File: config.mk
export PLATFORM = sky130hd
export DESIGN_NAME = calc_op_sequencer
export DESIGN_NICKNAME = d
export VERILOG_FILES = /design/src/rtl/calc_op_sequencer.sv
export SDC_FILE = /design/constraint.sdc
export NUM_CORES = 1
export LEC_CHECK = 0
export ABC_AREA = 1
export CAP_MARGIN = 20
export CORE_ASPECT_RATIO = 1.5
export CORE_MARGIN = 2
export CORE_UTILIZATION = 56
export CTS_CLUSTER_SIZE = 14
export DETAILED_ROUTE_END_ITERATION = 7
export GPL_ROUTABILITY_DRIVEN = 0
export PLACE_DENSITY_LB_ADDON = 0.05
export SLEW_MARGIN = 5
export SYNTH_ARGS = -nofsm -noshare
export SYNTH_HDL_FRONTEND = slang
export SYNTH_SLANG_ARGS = --single-unit
File: constraint.sdc
create_clock -name clk -period 3.76 [get_ports clk]
set_clock_uncertainty 0.2 [all_clocks]
set_input_delay 0.752 -clock clk [delete_from_list [all_inputs] [get_ports clk]]
set_output_delay 0.752 -clock clk [all_outputs]
set_load 0.005 [all_outputs]
File: src/rtl/calc_op_sequencer.sv
// ---------------------------------------------------------------------------
// calc_op_sequencer
//
// Multi-cycle arithmetic sequencer for the calculator. It accepts one command
// at a time and runs it on a single shared adder/subtractor:
//   ADD / SUB : one ADD-state cycle
//   MUL       : WIDTH iterations of shift-add
//   DIV       : 2*WIDTH iterations of restoring division
//   RATIO     : MUL (a*b), then ADD (a+b), then DIV (product / sum)
// Divide-by-zero and illegal opcodes return rsp_err=1.
//
// Ports
//   clk, rst_n            : clock (rising edge), async active-low reset
//   cmd_valid/cmd_ready   : command handshake; cmd_op, cmd_a, cmd_b captured
//                           on acceptance
//   rsp_valid/rsp_ready   : response handshake; rsp_result, rsp_residue,
//                           rsp_err are held stable while rsp_valid is high
//   busy                  : high whenever the sequencer is not idle
// All outputs are registered.
// ---------------------------------------------------------------------------
module calc_op_sequencer #(
  parameter int WIDTH = 6
) (
  input  logic                 clk,
  input  logic                 rst_n,
  input  logic                 cmd_valid,
  output logic                 cmd_ready,
  input  logic [2:0]           cmd_op,
  input  logic [WIDTH-1:0]     cmd_a,
  input  logic [WIDTH-1:0]     cmd_b,
  output logic                 rsp_valid,
  input  logic                 rsp_ready,
  output logic [2*WIDTH-1:0]   rsp_result,
  output logic [2*WIDTH-1:0]   rsp_residue,
  output logic                 rsp_err,
  output logic                 busy
);

  localparam int RW = 2 * WIDTH;
  localparam int CW = $clog2(RW);

  localparam logic [2:0] OP_ADD   = 3'd0;
  localparam logic [2:0] OP_SUB   = 3'd1;
  localparam logic [2:0] OP_MUL   = 3'd2;
  localparam logic [2:0] OP_DIV   = 3'd3;
  localparam logic [2:0] OP_RATIO = 3'd4;

  typedef enum logic [2:0] {
    S_IDLE = 3'd0,
    S_ADD  = 3'd1,
    S_MUL  = 3'd2,
    S_DIV  = 3'd3,
    S_DONE = 3'd4
  } state_t;

  state_t           r_state;
  state_t           w_next;

  logic [2:0]       r_op;
  logic [WIDTH-1:0] r_a;
  logic [WIDTH-1:0] r_b;
  logic [RW-1:0]    r_acc;     // product accumulator
  logic [RW-1:0]    r_mcand;   // multiplicand, shifted left each MUL cycle
  logic [WIDTH-1:0] r_mplier;  // multiplier, shifted right each MUL cycle
  logic [RW-1:0]    r_rem;     // partial remainder
  logic [RW-1:0]    r_quo;     // dividend shifting out, quotient shifting in
  logic [RW-1:0]    r_dvs;     // divisor
  logic [CW-1:0]    r_cnt;     // iteration counter within MUL / DIV

  logic             r_cmd_ready;
  logic             r_rsp_valid;
  logic [RW-1:0]    r_res;
  logic [RW-1:0]    r_resid;
  logic             r_err;
  logic             r_busy;

  // Shared adder/subtractor
  logic [RW-1:0]    w_add_x;
  logic [RW-1:0]    w_add_y;
  logic             w_add_sub;
  logic [RW:0]      w_sum;

  logic             w_accept;
  logic             w_ratio;
  logic             w_last_mul;
  logic             w_last_div;
  logic             w_div_zero;
  logic [RW-1:0]    w_div_x;
  logic             w_div_ge;
  logic [RW-1:0]    w_rem_next;
  logic [RW-1:0]    w_quo_next;
  logic [RW-1:0]    w_mul_acc;

  assign w_accept   = cmd_valid && r_cmd_ready;
  assign w_ratio    = (r_op == OP_RATIO);
  assign w_last_mul = (r_cnt == CW'(WIDTH - 1));
  assign w_last_div = (r_cnt == CW'(RW - 1));
  // The divisor is only inspected before the first iteration has run.
  assign w_div_zero = (r_cnt == '0) && (r_dvs == '0);

  // Subtraction is x + ~y + 1; the carry out is set exactly when x >= y,
  // which is the "non-negative" test of restoring division.
  assign w_sum = {1'b0, w_add_x} + {1'b0, (w_add_y ^ {RW{w_add_sub}})}
               + {{RW{1'b0}}, w_add_sub};

  // Remainder stays below the divisor (at most 2*(2^WIDTH-1)), so shifting it
  // left by one never overflows RW bits.
  assign w_div_x    = {r_rem[RW-2:0], r_quo[RW-1]};
  assign w_div_ge   = w_sum[RW];
  assign w_rem_next = w_div_ge ? w_sum[RW-1:0] : w_div_x;
  assign w_quo_next = {r_quo[RW-2:0], w_div_ge};
  assign w_mul_acc  = r_mplier[0] ? w_sum[RW-1:0] : r_acc;

  always_comb begin
    w_next    = r_state;
    w_add_x   = '0;
    w_add_y   = '0;
    w_add_sub = 1'b0;
    case (r_state)
      S_IDLE: begin
        if (w_accept) begin
          case (cmd_op)
            OP_ADD, OP_SUB:   w_next = S_ADD;
            OP_MUL, OP_RATIO: w_next = S_MUL;
            OP_DIV:           w_next = S_DIV;
            default:          w_next = S_DONE;
          endcase
        end
      end
      S_ADD: begin
        w_add_x   = {{WIDTH{1'b0}}, r_a};
        w_add_y   = {{WIDTH{1'b0}}, r_b};
        w_add_sub = (r_op == OP_SUB);
        w_next    = w_ratio ? S_DIV : S_DONE;
      end
      S_MUL: begin
        w_add_x = r_acc;
        w_add_y = r_mcand;
        if (w_last_mul) w_next = w_ratio ? S_ADD : S_DONE;
      end
      S_DIV: begin
        w_add_x   = w_div_x;
        w_add_y   = r_dvs;
        w_add_sub = 1'b1;
        if (w_div_zero || w_last_div) w_next = S_DONE;
      end
      S_DONE: begin
        if (rsp_ready) w_next = S_IDLE;
      end
      default: w_next = S_IDLE;
    endcase
  end

  always_ff @(posedge clk or negedge rst_n) begin
    if (!rst_n) begin
      r_state     <= S_IDLE;
      r_cnt       <= '0;
      r_cmd_ready <= 1'b0;
      r_rsp_valid <= 1'b0;
      r_busy      <= 1'b0;
    end else begin
      r_state     <= w_next;
      r_cmd_ready <= (w_next == S_IDLE);
      r_rsp_valid <= (w_next == S_DONE);
      r_busy      <= (w_next != S_IDLE);
      if (w_next != r_state) r_cnt <= '0;
      else if (r_state == S_MUL || r_state == S_DIV) r_cnt <= r_cnt + CW'(1);
    end
  end

  always_ff @(posedge clk or negedge rst_n) begin
    if (!rst_n) begin
      r_op     <= '0;
      r_a      <= '0;
      r_b      <= '0;
      r_acc    <= '0;
      r_mcand  <= '0;
      r_mplier <= '0;
      r_rem    <= '0;
      r_quo    <= '0;
      r_dvs    <= '0;
      r_res    <= '0;
      r_resid  <= '0;
      r_err    <= 1'b0;
    end else begin
      case (r_state)
        S_IDLE: begin
          if (w_accept) begin
            r_op     <= cmd_op;
            r_a      <= cmd_a;
            r_b      <= cmd_b;
            r_acc    <= '0;
            r_mcand  <= {{WIDTH{1'b0}}, cmd_a};
            r_mplier <= cmd_b;
            r_rem    <= '0;
            r_quo    <= {{WIDTH{1'b0}}, cmd_a};
            r_dvs    <= {{WIDTH{1'b0}}, cmd_b};
            // Illegal opcodes go straight to DONE, so the response is set here.
            if (cmd_op > OP_RATIO) begin
              r_res   <= '0;
              r_resid <= '0;
              r_err   <= 1'b1;
            end
          end
        end
        S_ADD: begin
          if (w_ratio) begin
            // Product becomes the dividend, a+b the divisor.
            r_quo <= r_acc;
            r_dvs <= w_sum[RW-1:0];
            r_rem <= '0;
          end else begin
            r_res   <= w_sum[RW-1:0];
            r_resid <= '0;
            r_err   <= 1'b0;
          end
        end
        S_MUL: begin
          r_acc    <= w_mul_acc;
          r_mcand  <= r_mcand << 1;
          r_mplier <= r_mplier >> 1;
          if (w_last_mul && !w_ratio) begin
            r_res   <= w_mul_acc;
            r_resid <= '0;
            r_err   <= 1'b0;
          end
        end
        S_DIV: begin
          if (w_div_zero) begin
            r_res   <= '1;
            r_resid <= r_quo;   // dividend, not yet shifted
            r_err   <= 1'b1;
          end else begin
            r_rem <= w_rem_next;
            r_quo <= w_quo_next;
            if (w_last_div) begin
              r_res   <= w_quo_next;
              r_resid <= w_rem_next;
              r_err   <= 1'b0;
            end
          end
        end
        default: ;
      endcase
    end
  end

  assign cmd_ready   = r_cmd_ready;
  assign rsp_valid   = r_rsp_valid;
  assign rsp_result  = r_res;
  assign rsp_residue = r_resid;
  assign rsp_err     = r_err;
  assign busy        = r_busy;

endmodule

Word level (Yosys, flattened, before mapping):

Cells that the tools add are included.

* flip-flop bits (word level): 115
* output and inout bits: 28
* word-level logic and storage cells: 116
* input port bits: 19

* mux-type cells: 49
* equal/unequal tests: 21
* reduce and logical (&&, ||, !) cells: 24
* magnitude comparators: 1
* bitwise gates (word level): 1
* add/subtract/negate cells: 3

Operators by type and width (count)
* 2-to-1 mux 12 bit: 18
* case mux 12 bit (3 select lines): 3
* case mux 12 bit (4 select lines): 2
* case mux 12 bit (2 select lines): 3
* case mux 11 bit (3 select lines): 1
* 2-to-1 mux 11 bit: 2
* 2-to-1 mux 3 bit: 6
* case mux 3 bit (5 select lines): 1
* adder 12 x 12 -> 13 bit: 1
* adder 13 x 1 -> 13 bit: 1
* == test 3 x 2 -> 1 bit (second input constant): 4
* == test 3 bit (second input constant): 4
* logical NOT 12 bit: 1
* case mux 6 bit (2 select lines): 1
* XOR 12 bit: 1
* inequality test 2 bit (second input constant): 5
* == test 3 x 1 -> 1 bit (second input constant): 3
* logical NOT 3 bit: 3
* case mux 3 bit (3 select lines): 1
* 2-to-1 mux 4 bit: 2
* 2-to-1 mux 1 bit: 6
* 2-to-1 mux 6 bit: 1
* AND reduction 6 bit: 1
* nonzero test 2 bit: 3
* other kinds (19): 25

Depth between registers and ports, before layout:

Gate-level depths: netlist (run 1).

* depth in word-level cells: 9
* depth in mapped cells: 21
* gate-level depth less buffers: 20

Least setup slack after synthesis (run 1):

No wires, ideal clock.

* kind: reg2reg
* start point: reg r_state[1]
* end point: reg r_resid[10] (netlist: rsp_residue[10])
* data arrival time: 3.147 ns
* path buffers: 3
* clock period less this slack: 3.471 ns
* stages on the path, launching flop included: 19
* required time: 3.436 ns
* setup slack: 0.289 ns
* library setup time: 0.124 ns
* path through: dfrtp_1 -> inv_2 -> nor2_2 -> nand2_1 -> clkbuf_1 -> clkbuf_1 -> o221ai_1 -> fa_1 -> nand2_1 -> nand2_1 -> o21ai_0 -> inv_1 -> nand3_1 -> nand4_1 -> buf_2 -> o211ai_1 -> nand2_1 -> o211ai_1 -> nand2_1

* word-level cells in the longest chain between the ends: 9
* elaborated cells between the ends (all ways): 21
* those cells by class: add/sub (2); eq/ne (8); mux (7); bitwise (1); reduce/logical (3)

RTL lines
* start, declared: RTL line 56 `state_t r_state;`
* start signal, assigned: RTL line 162 `r_state <= w_next;`
* == test 3 x 2 -> 1 bit or == test 3 x 1 -> 1 bit (tied branches): RTL line 119, 186
* case mux 12 bit (3 select lines) or case mux 1 bit (2 select lines) (tied branches): RTL line 119 `case (r_state)`
* XOR 12 bit: RTL line 103 `assign w_sum = {1'b0, w_add_x} + {1'b0, (w_add_y ^ {RW{w_add_sub}})}`
* adder 12 x 12 -> 13 bit: RTL line 103
* adder 13 x 1 -> 13 bit: RTL line 104 `+ {{RW{1'b0}}, w_add_sub};`
* 2-to-1 mux 12 bit: RTL line 110 `assign w_rem_next = w_div_ge ? w_sum[RW-1:0] : w_div_x;`
* 2-to-1 mux 12 bit: RTL line 236 `if (w_last_div) begin`
* 2-to-1 mux 12 bit: RTL line 229 `if (w_div_zero) begin`
* case mux 12 bit (4 select lines): RTL line 186 `case (r_state)`
* end signal, assigned: RTL line 231 `r_resid <= r_quo;`
* end signal, assigned: RTL line 238 `r_resid <= w_rem_next;`
* end, declared: RTL line 73 `logic [RW-1:0] r_resid;`

Several ways; a longest one is shown, not always the timed one. The select of a mux whose other input is x is not followed.
A chain may end at the register's enable or synchronous reset.

Worst setup path in the final report (run 1):

* start point: reg r_state[2]
* end point: reg r_resid[2] (netlist: rsp_residue[2])

Same word-level chain as after synthesis.

==> impl_metrics.xml, run 1 <==
<?xml version="1.0" encoding="UTF-8"?>
<metrics>
  <group name="worst_setup_path">
    <metric name="cp.required" unit="ns">3.91</metric>
    <metric name="arrival_time_worst_endpoint" unit="ns">3.69</metric>
    <metric name="critPathKind" unit="">reg -&gt; reg</metric>
    <metric name="path_buf_inv" unit="">3</metric>
    <metric name="critical_path.most_common_cell" unit="">sky130_fd_sc_hd__nand2_1</metric>
    <metric name="timing.critical_path.to_type" unit="">register</metric>
    <metric name="ff2ff_setup_slack" unit="ns">0.23</metric>
    <metric name="r2r-start" unit="">r_state[2]</metric>
    <metric name="worst_path_dominant_cell_family" unit="">simple AND/OR/NAND/NOR gates</metric>
    <metric name="critPathMaxFanout" unit="">8</metric>
    <metric name="timing.critical_path.cells" unit="">inv_4, nand2_2, nor2_2, nand2_1, o221ai_1, xor2_1, ha_1, nand2_1, nand2_1, o21ai_1, inv_1, nand3_1, nand4_1, buf_6, nand2_1, a21boi_1, o221ai_1, nand2_1</metric>
    <metric name="reg2regPathDepth" unit="">18</metric>
    <metric name="capture_instance_of_the_worst_register_to_register_path" unit="">rsp_residue[2]</metric>
    <metric name="worst_path_largest_cell_delay" unit="ns">0.45</metric>
    <metric name="critPathSlowestCell" unit="">sky130_fd_sc_hd__dfrtp_1</metric>
    <metric name="critPathLaunchType" unit="">register</metric>
  </group>
  <group name="die">
    <metric name="dieWidth" unit="um">91.3</metric>
    <metric name="fp.dieArea" unit="um2">12300</metric>
    <metric name="initial_utilization" unit="%">57.6</metric>
    <metric name="io-pin-count" unit="">47</metric>
    <metric name="dieHeight" unit="um">135</metric>
    <metric name="core_area" unit="um2">11100</metric>
    <metric name="std_cell_rows" unit="">47</metric>
  </group>
  <group name="detailed_routing">
    <metric name="routed_length_per_instance" unit="um">19.4</metric>
    <metric name="detailroute.wirelength.met2" unit="um">10100</metric>
    <metric name="num_vias" unit="">6429</metric>
    <metric name="detail_route.iter0.violations" unit="">758</metric>
    <metric name="drt_pre_antenna_iters" unit="">6</metric>
    <metric name="detail_route.vias_per_cell" unit="">6.10</metric>
    <metric name="postRouteAntennaNets" unit="">0</metric>
    <metric name="topRoutingLayerUsed" unit="">met4</metric>
    <metric name="finalWirelength" unit="um">20400</metric>
    <metric name="wl_met1" unit="um">7370</metric>
    <metric name="drc" unit="">0</metric>
    <metric name="wl_met3" unit="um">1500</metric>
  </group>
  <group name="pwr">
    <metric name="cellPowerDensity" unit="nW/um2">727</metric>
    <metric name="power.static_leakage" unit="nW">3.76</metric>
    <metric name="power.ir.vdd_worst" unit="V">0.000502</metric>
  </group>
  <group name="timing">
    <metric name="layout_min_cycle_time" unit="ns">3.53</metric>
    <metric name="report.final.hold_viol_count" unit="">0</metric>
    <metric name="slew_viol_final" unit="">0</metric>
    <metric name="timing.final.crit_share" unit="%">94.0</metric>
    <metric name="postLayoutSetupSlackWorst" unit="ns">0.226</metric>
    <metric name="fmax" unit="MHz">283</metric>
    <metric name="tightestPinTransition" unit="ns">0.738</metric>
    <metric name="holdWs" unit="ns">0.198</metric>
    <metric name="setup_tns" unit="ns">0</metric>
    <metric name="timing.max_slew.rel_slack" unit="%">50.8</metric>
    <metric name="setup_viol_count_final" unit="">0</metric>
  </group>
  <group name="clock_tree">
    <metric name="h-tree-depth" unit="">4</metric>
    <metric name="clock_sinks" unit="">115</metric>
    <metric name="cts-root-to-sink-buffers" unit="">2</metric>
    <metric name="clk_transition_reported_paths" unit="ns">0.06</metric>
    <metric name="clock_tree_from_tritoncts" unit="">yes</metric>
    <metric name="clkLatencyLatePin" unit="ns">0.42</metric>
    <metric name="clk_root_buffer_cell" unit="">sky130_fd_sc_hd__clkbuf_16</metric>
    <metric name="cts_inserted_buffers" unit="">17</metric>
  </group>
  <group name="final_layout">
    <metric name="filler_cell_count" unit="">899</metric>
    <metric name="diodes" unit="">0</metric>
    <metric name="final_layout_size_suffix_gt1_share" unit="%">8.82</metric>
    <metric name="area_growth_from_synthesis_to_layout" unit="%">20.4</metric>
    <metric name="layout.core_utilization" unit="%">69.4</metric>
    <metric name="layout.nets" unit="">928</metric>
  </group>
  <group name="synth">
    <metric name="synth_most_common_cell" unit="">sky130_fd_sc_hd__nand2_1</metric>
    <metric name="synth.top_cells.by_count" unit="">sky130_fd_sc_hd__nand2_1 (229), sky130_fd_sc_hd__dfrtp_1 (115), sky130_fd_sc_hd__inv_1 (100), sky130_fd_sc_hd__o21ai_0 (84)</metric>
    <metric name="post_synth_and_or_nand_nor_area_fraction" unit="%">23.4</metric>
    <metric name="yosys.area_share.adder" unit="%">3.05</metric>
    <metric name="complex_gate_fraction_of_the_synthesized_area" unit="%">18.4</metric>
    <metric name="postSynthRegisterBits" unit="">115</metric>
    <metric name="post-synth-top-area-cell" unit="">sky130_fd_sc_hd__dfrtp_1</metric>
    <metric name="post_synth_inst_count" unit="">836</metric>
    <metric name="synth_sequential_area_ratio" unit="%">44.9</metric>
    <metric name="synth.avg_cell_area" unit="um2">7.66</metric>
    <metric name="ys_warn_count" unit="">0</metric>
    <metric name="synth_xor_xnor_area_share" unit="%">1.64</metric>
    <metric name="synth_enable_flop_cells" unit="">0</metric>
    <metric name="ys_top_cells_by_area" unit="">sky130_fd_sc_hd__dfrtp_1 (45%), sky130_fd_sc_hd__nand2_1 (13%), sky130_fd_sc_hd__o21ai_0 (6.6%)</metric>
    <metric name="synthArstFlopShare" unit="%">100</metric>
    <metric name="mappedNetlistArea" unit="um2">6410</metric>
    <metric name="netlist.area_leader.share" unit="%">44.9</metric>
    <metric name="postSynth.topFlopCell" unit="">sky130_fd_sc_hd__dfrtp_1</metric>
    <metric name="synth_top_family_by_area" unit="">simple AND/OR/NAND/NOR gates</metric>
    <metric name="synth_fp_nets" unit="">870</metric>
    <metric name="ys_types" unit="">51</metric>
    <metric name="synthMuxAreaShare" unit="%">0</metric>
  </group>
  <group name="grt">
    <metric name="grt_usage" unit="%">33.9</metric>
    <metric name="initial_antenna_violation_count" unit="">0</metric>
    <metric name="grt_max_degree" unit="">61</metric>
    <metric name="grt_pass1_wl" unit="um">32000</metric>
    <metric name="first_global_vias" unit="">6146</metric>
    <metric name="grt_overflow_total" unit="">0</metric>
  </group>
  <group name="run">
    <metric name="maxCapViolCount" unit="">0</metric>
  </group>
  <group name="placement">
    <metric name="place_worst_setup_slack" unit="ns">0.167</metric>
    <metric name="detailedPlacementHpwl" unit="um">14600</metric>
    <metric name="portBuffers" unit="">46</metric>
  </group>
  <group name="outcome">
    <metric name="status" unit="">finished, final reports clean</metric>
  </group>
  <group name="min_path">
    <metric name="hold_class" unit="">in -&gt; async</metric>
  </group>
</metrics>
## routing by layer
metal / vias up / global-route usage, %
li1: 2904 / -
met1: 3046 / 38.9
met2: 367 / 57.9
met3: 112 / 6.64
met4: 0 / 21.9
met5: - / 0
## logic make-up (layout without fill, tap and decap cells)
| logic type | Yosys count | in the layout |
|---|---|---|
| simple gates | 354 | 355 |
| compound gates | 201 | 201 |
| buf+inv | 139 | 209 |
| flops | 115 | 115 |
| fa+ha+maj | 15 | 15 |
| xor+xnor | 12 | 12 |
## power breakdown
group	total (mW)	internal, mW	leakage (nW)	switching (mW)
sequential	1.83	1.59	1.51	0.234
clock	1.61	1.03	0.276	0.581
combinational	2.18	0.712	1.98	1.46
total	5.61	3.33	3.76	2.28
## sequential cells by signal, summed over array words and instances (netlist names), 3 cells and up
register,flops
r_op,3
r_mplier,6
r_state,3
r_mcand,12
rsp_result,12
r_acc,12
r_cnt,4
r_dvs,12
r_quo,12
r_a,6
r_b,6
rsp_residue,12
r_rem,11
## worst reg2reg max path: stages (launching register included)
cell,delay (ns)
sky130_fd_sc_hd__dfrtp_1,0.45
sky130_fd_sc_hd__inv_4,0.15
sky130_fd_sc_hd__nand2_2,0.17
sky130_fd_sc_hd__nor2_2,0.30
sky130_fd_sc_hd__nand2_1,0.11
sky130_fd_sc_hd__o221ai_1,0.11
sky130_fd_sc_hd__xor2_1,0.21
sky130_fd_sc_hd__ha_1,0.33
sky130_fd_sc_hd__nand2_1,0.10
sky130_fd_sc_hd__nand2_1,0.05
sky130_fd_sc_hd__o21ai_1,0.16
sky130_fd_sc_hd__inv_1,0.10
sky130_fd_sc_hd__nand3_1,0.09
sky130_fd_sc_hd__nand4_1,0.19
sky130_fd_sc_hd__buf_6,0.22
sky130_fd_sc_hd__nand2_1,0.05
sky130_fd_sc_hd__a21boi_1,0.20
sky130_fd_sc_hd__o221ai_1,0.18
sky130_fd_sc_hd__nand2_1,0.11
## worst max-delay path by stage
stage               startpoint              end  cells after the start
floorplan           r_state[1]  rsp_residue[10]                     18
global placement    r_state[2]   rsp_residue[2]                     18
detailed placement  r_state[2]   rsp_residue[2]                     17
CTS                 r_state[2]   rsp_residue[2]                     17
global route        r_state[1]  rsp_residue[10]                     16
finish              r_state[2]   rsp_residue[2]                     18
## what timing repair did
item | CTS | global route
setup buffers | 0 | 3
hold buffers | 0 | 0
gates resized for setup | 0 | 12
endpoints found under the setup margin | 0 | 27
## area by class of cell
cell class | instances | area [um2] | share of cell area, %
Clock buffer | 24 | 482 | 6.25
Clock inverter | 8 | 101 | 1.31
Inverter | 105 | 397 | 5.14
Multi-Input combinational cell | 583 | 3000 | 38.9
Sequential cell | 115 | 2880 | 37.3
Tap cell | 147 | 184 | 2.38
Timing Repair Buffer | 72 | 667 | 8.65
## cells in the final DEF (no fill, tap or decap), types with 3 or more instances in the layout
cell                              synthesis  final
sky130_fd_sc_hd__ha_1                    14     14
sky130_fd_sc_hd__nand2_1                229    227
sky130_fd_sc_hd__nand3_1                 42     41
sky130_fd_sc_hd__o21ai_0                 84     81
sky130_fd_sc_hd__o21ai_1                  5      7
sky130_fd_sc_hd__inv_1                  100    100
sky130_fd_sc_hd__o211ai_1                 8      8
sky130_fd_sc_hd__nand2_2                  3      5
sky130_fd_sc_hd__nor3_1                   6      6
sky130_fd_sc_hd__xor2_1                   9      9
sky130_fd_sc_hd__nor4_1                   3      3
sky130_fd_sc_hd__clkbuf_1                17      4
sky130_fd_sc_hd__clkbuf_16                0     17
sky130_fd_sc_hd__o22ai_1                 16     16
sky130_fd_sc_hd__clkdlybuf4s50_1          0     45
sky130_fd_sc_hd__clkbuf_8                 0      3
sky130_fd_sc_hd__o221ai_1                11     11
sky130_fd_sc_hd__inv_2                    3      3
sky130_fd_sc_hd__buf_4                    3     24
sky130_fd_sc_hd__nand4_1                 14     14
sky130_fd_sc_hd__clkinvlp_4               0      3
sky130_fd_sc_hd__dfrtp_1                115    114
sky130_fd_sc_hd__a22o_1                   3      3
sky130_fd_sc_hd__a21oi_1                 46     46
sky130_fd_sc_hd__xnor2_1                  3      3
sky130_fd_sc_hd__nor2_1                  46     46
sky130_fd_sc_hd__a22oi_1                  9      9
sky130_fd_sc_hd__nor2_2                   2      3
## through the flow
step / cells / cell area, um2 / power (mW)
after global placement: 1017 / 7070 / 3.86
after detailed placement: 1017 / 7070 / 3.90
final: 1054 / 7710 / 5.61
after global routing: 1054 / 7710 / 5.91
after CTS: 1049 / 7660 / 5.51
after floorplan: 836 / 6410 / 3.17
Note: power is estimated with default switching activity, not from simulation.
==> run 2: changes to the inputs <==
--- a/config.mk
+++ b/config.mk
@@ -9,10 +9,9 @@
 export CAP_MARGIN = 20
 export CORE_ASPECT_RATIO = 1.5
 export CORE_MARGIN = 2
-export CORE_UTILIZATION = 56
+export CORE_UTILIZATION = 59
 export CTS_CLUSTER_SIZE = 14
 export DETAILED_ROUTE_END_ITERATION = 7
-export GPL_ROUTABILITY_DRIVEN = 0
 export PLACE_DENSITY_LB_ADDON = 0.05
 export SLEW_MARGIN = 5
 export SYNTH_ARGS = -nofsm -noshare
==> run 2 against run 1 <==
Compared with the run above: count of clock-buffer cells in the layout fell by 5; flip-flop and latch count is the same; cell count shrank 0.19%; worst setup slack improved by 0.0055 ns; sequential share of layout area down 0.47 points; worst hold slack got worse by 0.043 ns; sequential power about the same; fmax increased by 0.16%; via count is 0.45% higher; critical path depth shrank 2; register-to-register slack hardly changed; die area is 4.9% lower; highest routed layer unchanged.
==> impl_metrics.xml, run 2 (synthesis gave the netlist of run 1 again) <==
<?xml version="1.0" encoding="UTF-8"?>
<metrics>
  <group name="final_layout">
    <metric name="finish.cell_count_without_fillers" unit="">1052</metric>
    <metric name="final_layout_size_suffix_gt1_share" unit="%">9.03</metric>
    <metric name="layout.core_utilization" unit="%">73.7</metric>
    <metric name="most_common_cell_after_layout_fill_and_taps_aside" unit="">sky130_fd_sc_hd__nand2_1</metric>
    <metric name="layout.nets" unit="">929</metric>
    <metric name="diodes" unit="">0</metric>
    <metric name="mostFrequentLayoutCells" unit="">sky130_fd_sc_hd__nand2_1 (228), sky130_fd_sc_hd__dfrtp_1 (115), sky130_fd_sc_hd__inv_1 (100), sky130_fd_sc_hd__o21ai_0 (81)</metric>
    <metric name="finalInstanceArea" unit="um2">7810</metric>
    <metric name="area_growth_from_synthesis_to_layout" unit="%">21.9</metric>
  </group>
  <group name="placement">
    <metric name="portBuffers" unit="">46</metric>
    <metric name="place_worst_setup_slack" unit="ns">0.169</metric>
    <metric name="place.detailed.instances" unit="">1016</metric>
    <metric name="detailedPlacementHpwl" unit="um">15300</metric>
    <metric name="postPlaceCellArea" unit="um2">7100</metric>
    <metric name="place.gp.congestion" unit="">1.01</metric>
  </group>
  <group name="clock_tree">
    <metric name="clk_transition_reported_paths" unit="ns">0.06</metric>
    <metric name="clkLatencyLatePin" unit="ns">0.42</metric>
    <metric name="clock_tree_from_tritoncts" unit="">yes</metric>
    <metric name="clock_sinks" unit="">115</metric>
    <metric name="clk_root_buffer_cell" unit="">sky130_fd_sc_hd__clkbuf_16</metric>
    <metric name="h-tree-depth" unit="">4</metric>
    <metric name="cts-root-to-sink-buffers" unit="">2</metric>
    <metric name="cts_inserted_buffers" unit="">17</metric>
  </group>
  <group name="grt">
    <metric name="first_global_vias" unit="">6345</metric>
    <metric name="grt_max_degree" unit="">47</metric>
    <metric name="grt_overflow_total" unit="">0</metric>
    <metric name="initial_antenna_violation_count" unit="">0</metric>
    <metric name="grt_pass1_wl" unit="um">32700</metric>
    <metric name="grt_usage" unit="%">37.2</metric>
  </group>
  <group name="timing">
    <metric name="layout_min_cycle_time" unit="ns">3.53</metric>
    <metric name="slew_viol_final" unit="">0</metric>
    <metric name="grt_setup_unrepaired" unit="">false</metric>
    <metric name="setup_viol_count_final" unit="">0</metric>
    <metric name="tightestPinTransition" unit="ns">0.716</metric>
    <metric name="timing.max_slew.rel_slack" unit="%">51.9</metric>
    <metric name="holdWs" unit="ns">0.155</metric>
    <metric name="timing.final.crit_share" unit="%">93.8</metric>
    <metric name="report.final.hold_viol_count" unit="">0</metric>
    <metric name="setup_tns" unit="ns">0</metric>
    <metric name="fmax" unit="MHz">283</metric>
    <metric name="postLayoutSetupSlackWorst" unit="ns">0.231</metric>
  </group>
  <group name="worst_setup_path">
    <metric name="ff2ff_setup_slack" unit="ns">0.23</metric>
    <metric name="cp.required" unit="ns">3.92</metric>
    <metric name="capture_instance_of_the_worst_register_to_register_path" unit="">rsp_result[8]</metric>
    <metric name="reg2regPathDepth" unit="">16</metric>
    <metric name="arrival_time_worst_endpoint" unit="ns">3.69</metric>
    <metric name="r2r-start" unit="">r_state[0]</metric>
    <metric name="critPathMaxFanout" unit="">10</metric>
    <metric name="critPathKind" unit="">reg -&gt; reg</metric>
    <metric name="worstSetupEndpoint" unit="">rsp_result[8]</metric>
    <metric name="timing.critical_path.to_type" unit="">register</metric>
    <metric name="worst_setup_startpoint" unit="">r_state[0]</metric>
    <metric name="critPathLaunchType" unit="">register</metric>
  </group>
  <group name="die">
    <metric name="dieWidth" unit="um">89.1</metric>
    <metric name="dieHeight" unit="um">132</metric>
    <metric name="fp.dieArea" unit="um2">11700</metric>
    <metric name="initial_utilization" unit="%">60.5</metric>
    <metric name="core_area" unit="um2">10600</metric>
    <metric name="io-pin-count" unit="">47</metric>
    <metric name="std_cell_rows" unit="">46</metric>
  </group>
  <group name="detailed_routing">
    <metric name="detailroute.wirelength.met2" unit="um">10500</metric>
    <metric name="drt_pre_antenna_iters" unit="">6</metric>
    <metric name="topRoutingLayerUsed" unit="">met4</metric>
    <metric name="detail_route.iter0.violations" unit="">672</metric>
    <metric name="detail_route.vias_per_cell" unit="">6.14</metric>
    <metric name="postRouteAntennaNets" unit="">0</metric>
    <metric name="wl_met3" unit="um">1510</metric>
    <metric name="routed_length_per_instance" unit="um">20.2</metric>
    <metric name="finalWirelength" unit="um">21300</metric>
    <metric name="num_vias" unit="">6458</metric>
    <metric name="drc" unit="">0</metric>
    <metric name="wl_met1" unit="um">7580</metric>
  </group>
  <group name="pwr">
    <metric name="cellPowerDensity" unit="nW/um2">753</metric>
    <metric name="power.static_leakage" unit="nW">3.84</metric>
    <metric name="power" unit="mW">5.88</metric>
    <metric name="share_clk_of_total_power" unit="%">30.4</metric>
    <metric name="cell_internal_pwr" unit="mW">3.52</metric>
    <metric name="comb_power_share" unit="%">38.7</metric>
    <metric name="seq_power_share" unit="%">30.9</metric>
    <metric name="power.share.switching" unit="%">40.1</metric>
    <metric name="power.net_switching" unit="mW">2.36</metric>
    <metric name="power.ir.vdd_worst" unit="V">0.000619</metric>
  </group>
  <group name="outcome">
    <metric name="status" unit="">finished, final reports clean</metric>
  </group>
  <group name="run">
    <metric name="maxCapViolCount" unit="">0</metric>
  </group>
  <group name="min_path">
    <metric name="hold_class" unit="">in -&gt; async</metric>
  </group>
</metrics>
==> run 2: critical path: stages, from the launching register on <==
cell                        delay, ns
sky130_fd_sc_hd__dfrtp_1         0.44
sky130_fd_sc_hd__buf_4           0.18
sky130_fd_sc_hd__nand3_1         0.21
sky130_fd_sc_hd__buf_4           0.25
sky130_fd_sc_hd__o221ai_1        0.21
sky130_fd_sc_hd__xor2_1          0.10
sky130_fd_sc_hd__ha_1            0.39
sky130_fd_sc_hd__nand2_1         0.07
sky130_fd_sc_hd__nand2_1         0.06
sky130_fd_sc_hd__o21ai_0         0.15
sky130_fd_sc_hd__inv_1           0.11
sky130_fd_sc_hd__a21oi_1         0.08
sky130_fd_sc_hd__xnor2_1         0.46
sky130_fd_sc_hd__nand2_1         0.24
sky130_fd_sc_hd__o2111ai_1       0.17
sky130_fd_sc_hd__nand2_1         0.07
sky130_fd_sc_hd__nand2_1         0.07
==> run 2: worst min path at each step <==
stage / depth (start not counted) / endpoint / slack (ns) / startpoint
detailed placement: 2 / rsp_result[9] / 0.26 / rsp_result[9]
floorplan: 2 / r_rem[2] / 0.25 / r_rem[2]
global route: 1 / r_a[3] / 0.19 / rst_n
finish: 1 / r_mcand[9] / 0.15 / rst_n
global placement: 2 / rsp_result[5] / 0.26 / rsp_result[5]
CTS: 1 / r_a[3] / 0.17 / rst_n
==> run 2: per-layer routing <==
| layer | up-vias | track usage (%) |
|---|---|---|
| li1 | 2915 | - |
| met2 | 395 | 58.9 |
| met4 | 0 | 27.1 |
| met1 | 3042 | 44.3 |
| met5 | - | 0 |
| met3 | 106 | 5.97 |
==> run 2: what timing repair did <==
| action | in CTS | in global routing |
|---|---|---|
| hold buffers | 0 | 0 |
| buffers inserted | 0 | 4 |
| resized for setup | 0 | 10 |
| endpoints found under the setup margin | 0 | 30 |
| endpoints found under the hold margin | 0 | 0 |
==> run 2: power groups by stage <==
stage,combinational (mW),sequential (mW),clock (mW)
after floorplan,1.42,1.76,0
after global placement,2.11,1.81,0
after detailed placement,2.16,1.82,0
after CTS,2.18,1.81,1.79
after global routing,2.46,1.84,1.86
final,2.27,1.82,1.79
==> run 2: cell type report <==
class / count / area, um2
Clock buffer: 19 / 443
Clock inverter: 13 / 206
Fill cell: 827 / 2780
Inverter: 105 / 397
Multi-Input combinational cell: 582 / 2990
Sequential cell: 115 / 2880
Tap cell: 144 / 180
Timing Repair Buffer: 74 / 709
